$ cat src/rtl/dma_pkg.sv
// dma_pkg: shared DMA descriptor, error, status and FSM state types.
`ifndef DMA_NUM_DESC
`define DMA_NUM_DESC 2
`endif
package dma_pkg;
  typedef struct packed {
    logic [31:0] src_addr;
    logic [31:0] dst_addr;
    logic [31:0] num_bytes;
  } s_dma_desc_t;
  typedef enum logic [1:0] {DMA_NO_ERR, DMA_AXI_RD_ERR, DMA_AXI_WR_ERR} dma_err_src_t;
  typedef struct packed {
    logic [31:0]  addr;
    dma_err_src_t src;
    logic         valid;
  } s_dma_error_t;
  typedef struct packed {
    logic active;
    logic done;
    logic error;
  } s_dma_status_t;
  typedef enum logic [1:0] {IDLE, RUN, DONE} dma_st_t;
endpackage

$ cat src/rtl/dma_sched_arb.sv
// dma_sched_arb: descriptor slot arbiter; DMA_SCHED_RR_EN selects round-robin,
// otherwise fixed priority with the lowest index winning.
module dma_sched_arb #(
  parameter int N = 2,
  parameter int IW = N > 1 ? $clog2(N) : 1
) (
  input  logic          clk,
  input  logic          rst_n,
  input  logic [N-1:0]  req,
  input  logic          accept,
  output logic [N-1:0]  gnt_oh,
  output logic [IW-1:0] gnt_idx
);
  logic          found;
  logic [IW-1:0] j;
  logic [IW-1:0] base;
`ifdef DMA_SCHED_RR_EN
  always_ff @(posedge clk or negedge rst_n)
    if (!rst_n) base <= '0;
    else if (accept) base <= gnt_idx == IW'(N - 1) ? '0 : gnt_idx + 1'b1;
`else
  logic unused_ok;
  assign base = '0;
  assign unused_ok = ^{clk, rst_n, accept};
`endif
  always_comb begin
    found = 1'b0;
    gnt_idx = '0;
    j = '0;
    for (int i = 0; i < N; i++) begin
      j = IW'((int'(base) + i) % N);
      if (!found && req[j]) begin
        found = 1'b1;
        gnt_idx = j;
      end
    end
    gnt_oh = found ? N'(1) << gnt_idx : '0;
  end
endmodule

$ cat src/rtl/dma_desc_sched.sv
// dma_desc_sched: grants descriptor slots to a single streamer and tracks sticky done/error;
// DMA_SCHED_RR_EN enables round-robin slot arbitration in dma_sched_arb.
`ifndef DMA_NUM_DESC
`define DMA_NUM_DESC 2
`endif
module dma_desc_sched
  import dma_pkg::*;
#(
  parameter int NUM_DESC = `DMA_NUM_DESC,
  parameter int IW = NUM_DESC > 1 ? $clog2(NUM_DESC) : 1
) (
  input  logic                         clk,
  input  logic                         rst_n,
  input  s_dma_desc_t [NUM_DESC-1:0]   desc_i,
  input  logic [NUM_DESC-1:0]          desc_valid_i,
  output logic [NUM_DESC-1:0]          desc_ack_o,
  output logic [NUM_DESC-1:0]          desc_done_o,
  output s_dma_desc_t                  strm_desc_o,
  output logic                         strm_start_o,
  input  logic                         strm_done_i,
  input  s_dma_error_t                 strm_err_i,
  input  logic                         clear_i,
  output s_dma_status_t                status_o,
  output s_dma_error_t                 error_o,
  output logic [IW-1:0]                active_id_o
);
  dma_st_t             state, next;
  s_dma_desc_t         desc_q;
  s_dma_error_t        err_q;
  logic [IW-1:0]       id_q, gnt_idx;
  logic [NUM_DESC-1:0] gnt_oh;
  logic                accept, done_q, start_q;
  dma_sched_arb #(.N(NUM_DESC), .IW(IW)) u_arb (
    .clk     (clk),
    .rst_n   (rst_n),
    .req     (desc_valid_i),
    .accept  (accept),
    .gnt_oh  (gnt_oh),
    .gnt_idx (gnt_idx)
  );
  always_ff @(posedge clk or negedge rst_n)
    if (!rst_n) state <= IDLE;
    else state <= next;
  // ack is combinational so the slot sees it in the grant cycle; forced low while in reset
  always_comb begin
    next = state;
    accept = 1'b0;
    desc_ack_o = '0;
    desc_done_o = '0;
    case (state)
      IDLE: begin
        accept = |desc_valid_i && !err_q.valid;
        desc_ack_o = (accept && rst_n) ? gnt_oh : '0;
        next = !accept ? IDLE : desc_i[gnt_idx].num_bytes == '0 ? DONE : RUN;
      end
      RUN:  next = (strm_done_i || strm_err_i.valid) ? DONE : RUN;
      DONE: begin
        desc_done_o = NUM_DESC'(1) << id_q;
        next = IDLE;
      end
      default: next = IDLE;
    endcase
  end
  always_ff @(posedge clk or negedge rst_n)
    if (!rst_n) begin
      desc_q <= '0;
      id_q <= '0;
      err_q <= '0;
      done_q <= 1'b0;
      start_q <= 1'b0;
    end else begin
      start_q <= accept && next == RUN;
      if (accept) begin
        desc_q <= desc_i[gnt_idx];
        id_q <= gnt_idx;
      end
      if (state == RUN && strm_err_i.valid) err_q <= strm_err_i;
      else if (state == IDLE && clear_i) err_q <= '0;
      done_q <= state == DONE ? 1'b1 : (state == IDLE && clear_i) ? 1'b0 : done_q;
    end
  assign strm_desc_o = desc_q;
  assign strm_start_o = start_q;
  assign error_o = err_q;
  assign active_id_o = id_q;
  assign status_o = '{active: state != IDLE, done: done_q, error: err_q.valid};
endmodule

$ cat config.mk
export PLATFORM = sky130hd
export DESIGN_NAME = dma_desc_sched
export DESIGN_NICKNAME = d
export VERILOG_FILES = /design/src/rtl/dma_pkg.sv /design/src/rtl/dma_sched_arb.sv /design/src/rtl/dma_desc_sched.sv
export SDC_FILE = /design/constraint.sdc
export NUM_CORES = 1
export LEC_CHECK = 0
export ABC_AREA = 1
export CAP_MARGIN = 25
export CORE_AREA = 2 2 146 148
export CTS_CLUSTER_DIAMETER = 100
export DETAILED_ROUTE_END_ITERATION = 12
export DIE_AREA = 0 0 148 150
export DONT_BUFFER_PORTS = 1
export MAX_ROUTING_LAYER = met4
export PLACE_DENSITY = 0.51
export SYNTH_ARGS = -nofsm -noshare
export SYNTH_HDL_FRONTEND = slang
export SYNTH_SLANG_ARGS = --single-unit
$ cat constraint.sdc
create_clock -name clk -period 2.3 [get_ports clk]
set_clock_uncertainty 0.2 [all_clocks]
set_input_delay 0.46 -clock clk [delete_from_list [all_inputs] [get_ports clk]]
set_output_delay 0.46 -clock clk [all_outputs]
set_load 0.1 [all_outputs]
==> results_dict.tcl <==
set metrics [dict create \
    synth_fa_ha_area_share_pct 0 \
    synth_top_family_by_area "simple AND/OR/NAND/NOR gates" \
    dr.pass1.iters 5 \
    synthTopCellsByArea "dfrtp_1, nand2_1, nor2_1" \
    grt_usage_pct 19.01 \
    htree_levels 4 \
    ant_nets 0 \
    synth_edf_count 0 \
    dp.cells 1171 \
    initialDrtViolationCount 265 \
    via_per_inst 4.697 \
    ys_seq_area_share_pct 53.19 \
    startpoint_type "flop" \
    synth_top_flop_cell "dfrtp_1" \
    cts_root_buf "clkbuf_16" \
    status "finished, violations left" \
    syn2layout_area_growth_pct 40.48 \
    hold_viol 136 \
    path_max_fanout 3 \
    rsz0062_at_grt "yes" \
    die_h_microns 150 \
    ys_seq_elements 136 \
    syn-mean-instance-area_sq_um 7.988 \
    fin_setup_tns_ps 0 \
    hp-class "in -> async" \
    setup_viol 0 \
    final_layout_size_suffix_gt1_share_pct 20.28 \
    cts_tree "done" \
    multi_input_comb_area_sq_mm 0.002605 \
    postSynth.asyncResetShare_pct 100.0 \
    synth.distinct_cells 20 \
    worst_pin_slew_ps 749.4 \
    syn_nets 1034 \
    clockBufferDepth 2 \
    synth_top_area_share_pct 53.19 \
    period_share_pct 98.47 \
    endpoint_kind "output pin" \
    die_w_microns 148 \
    synth_compound_area_share_pct 11.50 \
    cp_slowest_cell "dfrtp_4" \
    period_minus_slack_ps 2265 \
    final_cells 1268 \
    critPathMaxStageDelay_ps 490 \
    crit_buf_inv 2 \
    clk_pin_slew_worst_paths_ps 60 \
    grt_pass1_wl_microns 31770 \
    grt_overflow 0 \
    timing.critical_path.arrival_ps 1600 \
    nNetsFinal 1211 \
    clkSinkCount 136 \
    coreArea_sq_mm 0.02069 \
    layout_common_cells "nand2_1, buf_4, nor2_1, dfrtp_1, nand3_1" \
    ys_warn_count 0 \
    synth_simple_gate_area_share_pct 28.02 \
    grt_pass1_vias 5863 \
    grt_antenna_before_repair 2 \
    drc 0 \
    synthXorXnorAreaFrac_pct 0 \
    timing.fmax_ghz 0.4415 \
    fill_cells 2078 \
    place.detailed.hpwl_microns 14870 \
    grt_max_degree 138 \
    start_util_pct 30.93 \
    synth_top_area_cell "dfrtp_1" \
    cts_made_buffers 17 \
    wl_per_cell_microns 16.96 \
    routed-via-count 5956 \
    maxCapViolCount 0 \
    portBuffers 0 \
    worst-setup-path-type "reg -> out" \
    synth_area_sq_mm 0.006399 \
    num_rows 53 \
    drt_wl_total_microns 21500 \
    worst_slew_margin_rel_pct 50.04 \
    path_delay_family "flip-flops" \
    dieArea_sq_mm 0.02220 \
    crit_required_ps 1640 \
    utilization_pct 43.44 \
    crit_chain "a21oi_4, nand2_8, inv_6, nand2_4, nor2_4, buf_12" \
    io_pins 373 \
    clock_latency_ps 410 \
    synth_mux_area_share_pct 0 \
    finalMaxSlewViolations 0 \
    ff_latch_area_sq_mm 0.003408 \
    final_common_cell "nand2_1" \
    violations "hold timing" \
    gp_congestion 0.8700 \
    hold_slack_ps -462.7 \
    ctsHoldBuffers 60 \
    synthCells 801 \
]
per-stage QoR:
stage,setup slack (ps),cell area (sq um)
after floorplan,-321.0,6455
after detailed placement,122.1,7727
after global placement,180.5,7727
after global routing,-61.46,8989
final,35.23,8989
after CTS,-12.51,8974
Yosys cell counts, types with 2 or more instances:
cell and instances:
nand3b_1 7, o21ai_1 3, clkbuf_1 30, dfrtp_1 136, inv_2 2, nor2_1 143, buf_4 10, buf_6 2
o21ai_0 47, nor2_2 2, buf_2 13, nand2_1 218, buf_1 2, inv_1 47, o31ai_1 64, nand3_1 71
repair_timing:
action | CTS | global route
pin swaps | 4 | 2
endpoints found under the hold margin | 166 | 136
setup endpoints to repair | 2 | 2
setup buffers | 2 | 1
gates resized for setup | 6 | 1
sequential cells by signal (all words and copies together), names as in the netlist:
| signal | cells |
|---|---|
| strm_desc_o | 96 |
| state | 2 |
| active_id_o | 1 |
| error_o | 35 |
| strm_start_o | 1 |
| done_q | 1 |
cell type report:
type	count	area share [%]
repair buffers	215	20.32
diodes	2	0.05568
multi-input cells	559	28.98
well taps	275	3.828
inverters	49	2.102
clock buffers	20	4.969
flip-flops and latches	136	37.92
clock inverters	12	1.823
final timing paths:
check,from,to,slack (ps),cells past startpoint
worst max-delay path,error_o[0],desc_ack_o[1],40,6
worst min-delay path,rst_n,error_o[27],-460,0
worst max register to register,error_o[0],strm_desc_o[91],230,6
worst min register to register,strm_desc_o[88],strm_desc_o[88],280,2
max in group asynchronous,rst_n,strm_desc_o[0],2080,0
min in group clk,strm_done_i,state[1],20,2
cells by family after synthesis:
| logic type | Yosys count |
|---|---|
| compound gates | 115 |
| buf+inv | 106 |
| flops | 136 |
| simple gates | 444 |
routing by layer:
metal	wire [microns]	global-route usage, %	vias up
met4	355	6.143	0
met2	10720	32.01	261
li1	-	-	2955
met1	8133	20.21	2711
met3	2291	8.201	29
met5	0	-	-
Power is left out: the tool's default activity adds up to more than one toggle a clock period on the data nets, which glitch-free logic cannot reach.
